[src/rtl/decoded_inst_buffer_pkg.sv]
// Shared decoded-instruction bundle definition, used by the decode buffer, dispatch and
// the reservation stations.
package decoded_inst_buffer_pkg;

  localparam int OPC_W    = 12;
  localparam int REG_W    = 5;
  localparam int IMM_W    = 16;
  localparam int ADDR_W   = 26;
  localparam int PC_W     = 32;
  localparam int BUNDLE_W = OPC_W + 4*REG_W + IMM_W + ADDR_W + PC_W;

  // hlt: op = 6'h3F, funct field zero
  localparam logic [OPC_W-1:0] HLT_OPCODE = 12'hFC0;

  typedef struct packed {
    logic [OPC_W-1:0]  opcode;
    logic [REG_W-1:0]  rs;
    logic [REG_W-1:0]  rt;
    logic [REG_W-1:0]  rd;
    logic [REG_W-1:0]  shamt;
    logic [IMM_W-1:0]  immediate;
    logic [ADDR_W-1:0] address;
    logic [PC_W-1:0]   pc;
  } bundle_t;

  function automatic logic [BUNDLE_W-1:0] pack_bundle(
    input logic [OPC_W-1:0]  opcode,
    input logic [REG_W-1:0]  rs,
    input logic [REG_W-1:0]  rt,
    input logic [REG_W-1:0]  rd,
    input logic [REG_W-1:0]  shamt,
    input logic [IMM_W-1:0]  immediate,
    input logic [ADDR_W-1:0] address,
    input logic [PC_W-1:0]   pc
  );
    return {opcode, rs, rt, rd, shamt, immediate, address, pc};
  endfunction

  function automatic bundle_t unpack_bundle(input logic [BUNDLE_W-1:0] bits);
    return bundle_t'(bits);
  endfunction

endpackage

[src/rtl/decoded_inst_buffer_sync_fifo_ptr.sv]
// Pointer/occupancy bookkeeping for a DEPTH-entry circular FIFO; updates one cycle after push/pop.
// Push is ignored when full and pop when empty; clr empties the FIFO and wins over push/pop.
module sync_fifo_ptr #(
  parameter int DEPTH = 8,
  parameter int PTR_W = 3
) (
  input  logic             clk,
  input  logic             rst,
  input  logic             clr,
  input  logic             push,
  input  logic             pop,
  output logic [PTR_W-1:0] wr_ptr,
  output logic [PTR_W-1:0] rd_ptr,
  output logic [PTR_W:0]   count,
  output logic             full,
  output logic             empty
);

  logic do_push;
  logic do_pop;

  assign full    = (count == (PTR_W+1)'(DEPTH));
  assign empty   = (count == '0);
  assign do_push = push && !full;
  assign do_pop  = pop && !empty;

  // DEPTH is a power of two, so the natural pointer overflow is the wrap
  always_ff @(posedge clk) begin
    if (rst || clr) begin
      wr_ptr <= '0;
      rd_ptr <= '0;
      count  <= '0;
    end else begin
      if (do_push) wr_ptr <= wr_ptr + 1'b1;
      if (do_pop)  rd_ptr <= rd_ptr + 1'b1;
      case ({do_push, do_pop})
        2'b10:   count <= count + 1'b1;
        2'b01:   count <= count - 1'b1;
        default: count <= count;
      endcase
    end
  end

endmodule

[src/rtl/decoded_inst_buffer.sv]
// In-order decoupling buffer between decode and dispatch; push-to-head latency 1 cycle, no bypass.
// in_ready/stall depend only on registered state (full or halted); flush discards everything.
module decoded_inst_buffer #(
  parameter int          DEPTH      = 8,
  parameter int          PTR_W      = 3,
  parameter logic [11:0] HLT_OPCODE = decoded_inst_buffer_pkg::HLT_OPCODE
) (
  input  logic           clk,
  input  logic           rst,
  input  logic           in_valid,
  input  logic [11:0]    in_opcode,
  input  logic [4:0]     in_rs,
  input  logic [4:0]     in_rt,
  input  logic [4:0]     in_rd,
  input  logic [4:0]     in_shamt,
  input  logic [15:0]    in_immediate,
  input  logic [25:0]    in_address,
  input  logic [31:0]    in_pc,
  output logic           in_ready,
  output logic           stall,
  output logic           out_valid,
  input  logic           out_ready,
  output logic [11:0]    out_opcode,
  output logic [4:0]     out_rs,
  output logic [4:0]     out_rt,
  output logic [4:0]     out_rd,
  output logic [4:0]     out_shamt,
  output logic [15:0]    out_immediate,
  output logic [25:0]    out_address,
  output logic [31:0]    out_pc,
  input  logic           flush,
  output logic           halted,
  output logic [PTR_W:0] count
);

  import decoded_inst_buffer_pkg::*;

  logic                push;
  logic                pop;
  logic                full;
  logic                empty;
  logic [PTR_W-1:0]    wr_ptr;
  logic [PTR_W-1:0]    rd_ptr;
  logic [BUNDLE_W-1:0] in_bits;
  logic [BUNDLE_W-1:0] mem [DEPTH];
  logic [BUNDLE_W-1:0] last_q;
  logic [BUNDLE_W-1:0] head_bits;
  bundle_t             head;

  assign in_ready  = !full && !halted;
  assign stall     = !in_ready;
  assign out_valid = !empty;
  assign push      = in_valid && in_ready;
  assign pop       = out_valid && out_ready;

  sync_fifo_ptr #(
    .DEPTH (DEPTH),
    .PTR_W (PTR_W)
  ) u_ptr (
    .clk    (clk),
    .rst    (rst),
    .clr    (flush),
    .push   (push),
    .pop    (pop),
    .wr_ptr (wr_ptr),
    .rd_ptr (rd_ptr),
    .count  (count),
    .full   (full),
    .empty  (empty)
  );

  assign in_bits = pack_bundle(in_opcode, in_rs, in_rt, in_rd, in_shamt,
                               in_immediate, in_address, in_pc);

  // Storage is deliberately not reset; entries are only visible once written.
  always_ff @(posedge clk) begin
    if (push) mem[wr_ptr] <= in_bits;
  end

  always_ff @(posedge clk) begin
    if (rst || flush) begin
      halted <= 1'b0;
    end else if (push && (in_opcode == HLT_OPCODE)) begin
      halted <= 1'b1;
    end
  end

  // Empty buffer re-presents the last head so stale or unwritten storage never leaks out.
  always_ff @(posedge clk) begin
    if (rst) begin
      last_q <= '0;
    end else if (out_valid) begin
      last_q <= mem[rd_ptr];
    end
  end

  assign head_bits = out_valid ? mem[rd_ptr] : last_q;
  assign head      = unpack_bundle(head_bits);

  assign out_opcode    = head.opcode;
  assign out_rs        = head.rs;
  assign out_rt        = head.rt;
  assign out_rd        = head.rd;
  assign out_shamt     = head.shamt;
  assign out_immediate = head.immediate;
  assign out_address   = head.address;
  assign out_pc        = head.pc;

endmodule

[config.mk]
export PLATFORM = sky130hd
export DESIGN_NAME = decoded_inst_buffer
export DESIGN_NICKNAME = d
export VERILOG_FILES = /design/src/rtl/decoded_inst_buffer_pkg.sv /design/src/rtl/decoded_inst_buffer_sync_fifo_ptr.sv /design/src/rtl/decoded_inst_buffer.sv
export SDC_FILE = /design/constraint.sdc
export NUM_CORES = 1
export LEC_CHECK = 0
export BUFFER_PORTS_ARGS = -buffer_cell sky130_fd_sc_hd__buf_4
export CORE_ASPECT_RATIO = 0.9
export CORE_MARGIN = 4
export CORE_UTILIZATION = 55
export DETAILED_ROUTE_END_ITERATION = 7
export MAX_ROUTING_LAYER = met4
export PLACE_DENSITY = 0.79
export SYNTH_ARGS = -nofsm -noshare
export SYNTH_HDL_FRONTEND = slang
export SYNTH_HIERARCHICAL = 1
export SYNTH_SLANG_ARGS = --single-unit
[constraint.sdc]
create_clock -name clk -period 9.7 [get_ports clk]
set_clock_uncertainty 0.15 [all_clocks]
set_input_delay 0.485 -clock clk [delete_from_list [all_inputs] [get_ports clk]]
set_output_delay 0.485 -clock clk [all_outputs]
set_load 0.05 [all_outputs]
==> metrics.cfg, run 1 <==
[synth]
avgSynthCellArea_um2 = 18.0
netlist_area_mm2 = 0.0386
ys_warn_count = 6
synth_commonest_cells = edfxtp_1, mux2_1, o22ai_1
synth.largest_area_cell = edfxtp_1
yosysMostFrequentCell = edfxtp_1
synthTopCellsByArea = edfxtp_1, mux2_1, dfxtp_1
yosysSeqAreaShare_pct = 72.1
synth_edf_count = 848
netlist-cell-type-count = 43
yosysTopAreaCellShare_pct = 66.0
synthesis.nets = 2257
ys.flop_type = edfxtp_1
ys_async_sr_fraction_pct = 0
synth-seq-cells = 965
synthCells = 2140

[cts]
cts.path.max_buffers = 3
cts_root_buffer = clkbuf_16
cts_tree = built
post_cts_buffers = 0
htreeDepth = 3
postCtsHoldBufs = 107
clkSlewWorstSetupHoldPaths_ns = 0.06
ctsResizeCount = 0
cts_made_buffers = 95
insertion_delay_ns = 0.66
clock_sinks = 965

[place]
dpl.hpwl_mm = 45.8
dp_slack_ns = 4.83
globalplace.congestion = 0.761
port-buffer-count = 224
placed_area_mm2 = 0.0408

[global_route]
gr-usage-all-layers_pct = 24.0
grt_overflow_total = 0
first_global_vias = 22200
grt_pass1_wl_mm = 133
antenna_found_initial = 10
grt_max_degree = 217

[floorplanning]
rows = 91
ios = 225
die_area_mm2 = 0.0744
die_w_um = 287
coreArea_mm2 = 0.0690
die_y_um = 259
initial_utilization_pct = 55.9

[power_and_ir_drop]
power.density_mw_per_mm2 = 195
intPower_mw = 6.84
switching_share_pct = 22.0
seqPwrFrac_pct = 52.5
ir_drop_uv = 168
netSwitchingPower_mw = 1.93
p_leak_nw = 14.8
power_frac_clock_pct = 40.8
power_frac_comb_pct = 6.7

[timing]
period_share_pct = 51.9
hold_viol = 0
grt_setup_unrepaired = false
fin_crit_ns = 5.04
drv_slew = 0
final.setup.tns_ns = 0
setup_viol = 0
fmax_mhz = 198
final.setup.worst_slack_ns = 4.66
timing.slew.headroom_pct = 0.837
worstMarginPinSlew_ns = 1.49

[layout]
synthToLayoutAreaGrowth_pct = 16.7
fillers = 4547
fin_nets = 2570
drive_gt1_share_pct = 28.5
fin_area_mm2 = 0.0450

[route]
viasPerCell = 6.05
postRouteAntennaNets = 0
avgRoutedWirePerCell_um = 25.1
drt_iter0_markers = 2112
vias = 21000
wirelength_mm = 87.4
drtPass1Iterations = 5
drc_errors = 0

[setup_path]
crit_fanout = 154
crit_required_ns = 9.07
cp-start-kind = flop
worstSetupPathType = flop to primary output
endpoint_kind = primary output
worst_ep_arrival_time_ns = 4.40

[run_status]
status = finished clean

[run]
cap_violations = 0

[hold_path]
min_path_type = input port to flop

==> flip-flops by register name, indices dropped and copies added (netlist names) <==
| signal | flops |
|---|---|
| mem | 848 |
| last_q | 106 |
| u_ptr/count | 4 |
| u_ptr/rd_ptr | 3 |
| u_ptr/wr_ptr | 3 |
| halted | 1 |
==> power by group through the flow <==
stage | combinational, mW | sequential (mW) | clock [mW]
6_report | 0.588 | 4.60 | 3.58
5_1_grt | 0.619 | 4.61 | 3.82
4_1_cts | 0.589 | 4.60 | 3.64
3_5_place_dp | 0.547 | 4.69 | 0
3_3_place_gp | 0.530 | 4.69 | 0
2_1_floorplan | 0.332 | 4.69 | 0
==> final timing paths <==
kind                   startpoint              to  slack, ns  depth (start not counted)
setup / recovery  u_ptr/rd_ptr[0]  out_opcode[11]       4.66                          6
hold / removal                rst      last_q[84]       0.09                          2
setup reg to reg   u_ptr/count[1]      mem[5][66]       4.87                          7
hold reg to reg       last_q[105]     last_q[105]       0.34                          2
==> per-layer routing <==
layer | GRT usage [%] | up-vias | routed length, µm
li1 | - | 9317 | -
met1 | 31.4 | 10800 | 35800
met2 | 39.4 | 806 | 43400
met3 | 4.28 | 142 | 6130
met4 | 6.32 | 0 | 2020
met5 | - | - | 0
==> placed cells by master, fill, tap and decap left out, types with 5 or more instances in the layout <==
cell type,count
ha_1,5
o31ai_1,108
clkinv_2,21
bufinv_16,7
clkinv_1,8
clkbuf_16,95
mux2_1,270
dfxtp_1,116
clkbuf_8,7
o32ai_2,105
inv_1,6
o22ai_1,164
nor2_4,6
nor2_1,12
buf_4,248
nand2_1,111
clkbuf_1,29
o22ai_2,48
diode_2,11
edfxtp_1,848
xor2_1,5
dlygate4sd3_1,107
mux2_2,154
==> kinds of logic after synthesis <==
group | Yosys count | share of synthesized area (%)
compound gates | 433 | 10.9
buf+inv | 150 | 2.49
fa+ha+maj | 6 | 0.214
simple gates | 155 | 1.73
flops | 965 | 72.1
xor+xnor | 6 | 0.136
mux | 425 | 12.4
==> area by class of cell <==
cell class | count | area, µm² | area share, %
Timing Repair Buffer | 360 | 3020 | 6.72
Antenna cell | 11 | 27.5 | 0.0612
Multi-Input combinational cell | 1025 | 9890 | 22.0
Tap cell | 930 | 1160 | 2.59
Clock inverter | 47 | 478 | 1.06
Sequential cell | 965 | 27800 | 61.8
Inverter | 6 | 22.5 | 0.0500
Clock buffer | 131 | 2580 | 5.74
==> worst max-delay path, stage by stage (launching register included) <==
cell,delay (ns)
dfxtp_4,0.76
buf_4,0.74
buf_12,0.69
mux2_2,0.30
o22ai_1,0.09
o31ai_1,0.74
buf_4,0.33
==> through the flow <==
step                      std cells  utilization, %  hold slack (ns)  total power, mW
after CTS                      3464            65.2           0.0653             8.83
final                          3475            65.2           0.0926             8.77
after floorplan                2140               -            0.305             5.03
after detailed placement       3179            59.2            0.325             5.24
after global placement         3179            59.2            0.321             5.22
after global routing           3474            65.2           0.0739             9.04
Power figures use the tool's default switching activity.
==> inputs of run 2 (changes only) <==
--- a/config.mk
+++ b/config.mk
@@ -8,10 +8,10 @@
 export BUFFER_PORTS_ARGS = -buffer_cell sky130_fd_sc_hd__buf_4
 export CORE_ASPECT_RATIO = 0.9
 export CORE_MARGIN = 4
-export CORE_UTILIZATION = 55
+export CORE_UTILIZATION = 61
 export DETAILED_ROUTE_END_ITERATION = 7
 export MAX_ROUTING_LAYER = met4
-export PLACE_DENSITY = 0.79
+export PLACE_DENSITY = 0.83
 export SYNTH_ARGS = -nofsm -noshare
 export SYNTH_HDL_FRONTEND = slang
 export SYNTH_HIERARCHICAL = 1
==> constraint.sdc (replaced) <==
create_clock -name clk -period 4.9 [get_ports clk]
set_clock_uncertainty 0.15 [all_clocks]
set_input_delay 0.245 -clock clk [delete_from_list [all_inputs] [get_ports clk]]
set_output_delay 0.245 -clock clk [all_outputs]
set_load 0.05 [all_outputs]
==> metrics.cfg, run 2 (same netlist as run 1, synthesis figures left out) <==
[cts]
cts_made_buffers = 92  ; -3.2%
clock_sinks = 965  ; unchanged
postCtsHoldBufs = 109  ; +1.9%
clkSlewWorstSetupHoldPaths_ns = 0.06  ; about the same
cts_tree = built
insertion_delay_ns = 0.63  ; -0.03 ns
htreeDepth = 3  ; unchanged
ctsResizeCount = 0  ; unchanged
cts.path.max_buffers = 3  ; unchanged
cts_root_buffer = clkbuf_16
post_cts_buffers = 0  ; unchanged

[floorplanning]
rows = 87  ; -4.4%
die_w_um = 273  ; -4.9%
ios = 225  ; unchanged
die_area_mm2 = 0.0673  ; -9.6%
die_y_um = 247  ; -4.9%
coreArea_mm2 = 0.0626  ; -9.3%
initial_utilization_pct = 61.6  ; +5.7 points

[timing]
fmax_mhz = 257
timing.slew.headroom_pct = 21.8  ; +21 points
fin_crit_ns = 3.90
hold_viol = 0  ; unchanged
setup_viol = 0  ; unchanged
final.setup.worst_slack_ns = 1.00  ; -3.66 ns
holdWs_ns = 0.0419  ; -0.0507 ns
grt_setup_unrepaired = false
period_share_pct = 79.5
drv_slew = 0  ; unchanged
worstMarginPinSlew_ns = 1.17  ; -0.314 ns

[layout]
fillers = 3537  ; -22%
fin_nets = 2588  ; +0.70%
seq_area_mm2 = 0.0278  ; unchanged
largest_reg_flops = 848  ; unchanged
layout_common_cells = edfxtp_1, mux2_1, buf_4, o22ai_1, mux2_2
drive_gt1_share_pct = 28.9  ; +0.34 points
top_register = mem
mostFrequentLayoutCell = edfxtp_1
fin_area_mm2 = 0.0452  ; +0.48%
multi_input_area_mm2 = 0.00991  ; +0.14%
top_regs = mem (848), last_q (106), u_ptr/count (4)
final_cells = 3406  ; -2.0%
synthToLayoutAreaGrowth_pct = 17.3

[route]
postRouteAntennaNets = 0  ; unchanged
drc_errors = 0  ; unchanged
viasPerCell = 6.43  ; +6.2%
avgRoutedWirePerCell_um = 26.2  ; +4.3%
wirelength_mm = 89.4  ; +2.3%
vias = 21900  ; +4.1%
drtPass1Iterations = 5  ; unchanged
drt_iter0_markers = 1967  ; -6.9%

[power_and_ir_drop]
power.density_mw_per_mm2 = 384  ; +97%
ir_drop_uv = 366  ; +120%
p_leak_nw = 14.9  ; +0.80%

[place]
dp_slack_ns = 1.68  ; -3.15 ns
dpl.hpwl_mm = 45.5  ; -0.66%
dp.cells = 3113  ; -2.1%
placed_area_mm2 = 0.0411  ; +0.52%
port-buffer-count = 224  ; unchanged
globalplace.congestion = 0.763  ; +0.34%

[setup_path]
cp-start-kind = flop
r2r-end = last_q[51]
reg2reg_from = u_ptr/count[3]
worst-r2r-setup-slack_ns = 1.64  ; -3.23 ns
worstSetupPathType = flop to primary output
r2r_cells = 5  ; -2
worst_ep_arrival_time_ns = 3.50  ; -0.90 ns
crit_fanout = 54  ; -65%
crit_required_ns = 4.51  ; -4.56 ns
endpoint_kind = primary output

[global_route]
gr-usage-all-layers_pct = 27.0  ; +3.0 points
grt_pass1_wl_mm = 135  ; +1.5%
grt_overflow_total = 0  ; unchanged
antenna_found_initial = 9  ; -1
grt_max_degree = 216  ; -0.46%
first_global_vias = 23000  ; +3.5%

[hold_path]
whs_endpoint = last_q[95]
hold_start = rst
whs_path_depth = 2  ; unchanged
min_path_type = input port to flop

[run]
cap_violations = 0  ; unchanged

[run_status]
status = finished clean

run 2: cell count changes in the layout (fill, tap and decap cells not counted), sizes merged:
cell | before | now
clkinv | 32 | 27
dlygate4sd3 | 107 | 109
inv | 11 | 7
diode | 11 | 12
clkbuf | 131 | 132
clkinvlp | 3 | 4
buf | 253 | 272
bufinv | 7 | 8
run 2: worst max-delay path by stage:
stage / startpoint / end / slack (ns) / cells after the start
5_1_grt: u_ptr/rd_ptr[1] / out_immediate[7] / 0.97 / 5
6_report: u_ptr/rd_ptr[1] / out_immediate[7] / 1.00 / 5
3_5_place_dp: u_ptr/count[0] / last_q[44] / 1.68 / 5
3_3_place_gp: u_ptr/count[0] / last_q[50] / 1.82 / 5
2_1_floorplan: u_ptr/count[0] / mem[7][0] / -0.17 / 5
4_1_cts: u_ptr/rd_ptr[1] / out_immediate[7] / 1.08 / 5
run 2: worst max-delay path, stage by stage (launching register included):
cell,delay (ns)
dfxtp_1,0.58
or2_4,0.84
buf_4,0.36
o22ai_1,0.15
o31ai_1,0.55
buf_4,0.30
run 2: through the flow:
step / power (mW) / setup TNS, ns / util (%)
after floorplan: 9.94 / -101.76 / -
after global placement: 10.3 / 0 / 65.6
after detailed placement: 10.4 / 0 / 65.6
after CTS: 17.4 / 0 / 72.2
after global routing: 17.8 / 0 / 72.2
final: 17.4 / 0 / 72.2
run 2: area by class of cell:
| class | instances | share of cell area [%] |
|---|---|---|
| sequential | 965 | 61.5 |
| multi-input combinational | 1025 | 21.9 |
| timing repair buffer | 381 | 7.41 |
| clock buffer | 132 | 5.76 |
| tap | 845 | 2.34 |
| clock inverter | 40 | 0.960 |
| antenna | 12 | 0.0664 |
| inverter | 6 | 0.0498 |
run 2: where the power goes:
part	internal [mW]	leakage [nW]	switching (mW)
clock	4.13	1.48	2.96
combinational	0.393	4.77	0.778
sequential	9.08	8.66	0.0363
total	13.6	14.9	3.77
run 2: layer usage:
metal	share of wire, %	vias to the layer above	global-route usage [%]
li1	-	9370	-
met1	39	11200	34.3
met2	50	1127	44.3
met3	8.0	238	5.14
met4	3.3	0	9.52
met5	0	-	-
==> inputs of run 3 (changes only) <==
==> constraint.sdc (replaced) <==
create_clock -name clk -period 4 [get_ports clk]
set_clock_uncertainty 0.15 [all_clocks]
set_input_delay 0.2 -clock clk [delete_from_list [all_inputs] [get_ports clk]]
set_output_delay 0.2 -clock clk [all_outputs]
set_load 0.05 [all_outputs]
==> metrics.cfg, run 3 (same netlist as run 1, synthesis figures left out) <==
[global_route]
grtUsageMet3_pct = 3.74  ; -1.4 points
use_met2_pct = 43.5  ; -0.76 points
grt_overflow_total = 0  ; unchanged
met1_usage_pct = 35.6  ; +1.3 points
grt_pass1_wl_mm = 134  ; -0.90%
antenna_found_initial = 8  ; -1
busiest_layer = met2
gr-usage-all-layers_pct = 26.8  ; -0.26 points
first_global_vias = 22500  ; -2.0%
grt_max_degree = 119  ; -45%

[floorplanning]
die_area_mm2 = 0.0673  ; unchanged
die_w_um = 273  ; unchanged
ios = 225  ; unchanged
coreArea_mm2 = 0.0626  ; unchanged
initial_utilization_pct = 61.6  ; unchanged
rows = 87  ; unchanged
die_y_um = 247  ; unchanged

[layout]
drive_gt1_share_pct = 29.5  ; +0.65 points
fillers = 3508  ; -0.82%
top_register = mem
fin_nets = 2588  ; unchanged
final_cells = 3402  ; -0.12%
mostFrequentLayoutCell = edfxtp_1
multi_input_area_mm2 = 0.00992  ; +0.13%
utilization_pct = 72.4  ; +0.15 points
seq_area_mm2 = 0.0278  ; about the same
layout_common_cells = edfxtp_1, mux2_1, buf_4, o22ai_1, mux2_2
synthToLayoutAreaGrowth_pct = 17.5
largest_reg_flops = 848  ; unchanged
top_regs = mem (848), last_q (106), u_ptr/count (4)

[timing]
worstMarginPinSlew_ns = 0.988  ; -0.185 ns
setup_viol = 0  ; unchanged
fmax_mhz = 283
period_share_pct = 88.3
drv_slew = 0  ; unchanged
timing.slew.headroom_pct = 34.1  ; +12 points
grt_setup_unrepaired = false
fin_crit_ns = 3.53
hold_viol = 0  ; unchanged

[cts]
cts_root_buffer = clkbuf_16
cts_made_buffers = 90  ; -2.2%
clkSlewWorstSetupHoldPaths_ns = 0.06  ; about the same
clock_sinks = 965  ; unchanged
cts_tree = built
ctsResizeCount = 0  ; unchanged
post_cts_buffers = 0  ; unchanged
cts.path.max_buffers = 3  ; unchanged
htreeDepth = 3  ; unchanged
insertion_delay_ns = 0.64  ; about the same

[route]
drtPass1Iterations = 5  ; unchanged
drc_errors = 0  ; unchanged
drt_iter0_markers = 2043  ; +3.9%
wirelength_mm = 87.7  ; -1.9%
postRouteAntennaNets = 0  ; unchanged
vias = 21500  ; -1.7%
avgRoutedWirePerCell_um = 25.8  ; -1.8%
viasPerCell = 6.32  ; -1.6%

[run]
cap_violations = 0  ; unchanged

[run_status]
status = finished clean

[place]
globalplace.congestion = 0.794  ; +4.0%
dp.cells = 3113  ; unchanged
port-buffer-count = 224  ; unchanged
dpl.hpwl_mm = 45.9  ; +0.76%

[setup_path]
crit_fanout = 51  ; -5.6%
worst_ep_arrival_time_ns = 3.18  ; -0.32 ns
endpoint_kind = primary output
cp-start-kind = flop
worstSetupPathType = flop to primary output
crit_required_ns = 3.65  ; -0.86 ns

[power_and_ir_drop]
ir_drop_uv = 330  ; -9.7%
p_leak_nw = 15.0  ; +0.53%
power.density_mw_per_mm2 = 466  ; +21%

[hold_path]
min_path_type = input port to flop

==> run 3: cell types whose count changed in the layout (fill, tap and decap cells not counted), sizes merged <==
cell | previous run | this run
clkbuf | 132 | 114
clkinv | 27 | 43
clkinvlp | 4 | 1
diode | 12 | 10
dlygate4sd3 | 109 | 111
inv | 7 | 8
==> run 3: worst paths after layout <==
path                                 startpoint               to  slack [ns]  cells past startpoint
worst max register to register   u_ptr/count[3]       mem[7][68]        1.25                      6
worst min register to register      last_q[105]      last_q[105]        0.34                      2
worst min-delay path                  in_pc[17]       mem[0][17]        0.18                      2
worst max-delay path            u_ptr/rd_ptr[1]  out_address[10]        0.47                      5
==> run 3: what timing repair did <==
item / CTS / global route
endpoints found under the hold margin: 859 / 0
hold buffers: 111 / 0
endpoints found under the setup margin: 0 / 0
==> run 3: critical path, stage by stage, from the launching register on <==
cell	delay, ns
dfxtp_1	0.40
nand2_4	0.75
buf_4	0.42
o22ai_1	0.18
o31ai_1	0.47
buf_4	0.29
==> run 3: power by group <==
part,total [mW],internal (mW),switching [mW]
Clock,8.53,4.91,3.62
Combinational,1.44,0.492,0.944
Sequential,11.2,11.1,0.0449
==> run 3: per-stage QoR <==
step / hold WS (ns) / setup TNS [ns] / power (mW) / setup slack, ns / cell area [µm²]
detailed placement: 0.250 / 0 / 12.7 / 1.18 / 41200
CTS: 0.144 / 0 / 21.2 / 0.480 / 45300
finish: 0.182 / 0 / 21.1 / 0.467 / 45300
global route: 0.172 / 0 / 21.7 / 0.332 / 45300
floorplan: 0.129 / -94.37 / 12.2 / -0.445 / 38700
global placement: 0.243 / 0 / 12.7 / 1.26 / 41200
==> run 3: final cells by class <==
type / instances / share of cell area, %
sequential: 965 / 61.4
tap: 845 / 2.33
clock buffer: 114 / 5.46
clock inverter: 54 / 1.12
timing repair buffer: 383 / 7.68
antenna: 10 / 0.0552
inverter: 6 / 0.0497
multi-input combinational: 1025 / 21.9
==> run 3: layer usage <==
layer  share of wire, %  routed length (µm)
met5                  0                   0
met4                2.6                2320
met3                7.0                6170
met2                 50               43800
met1                 40               35400
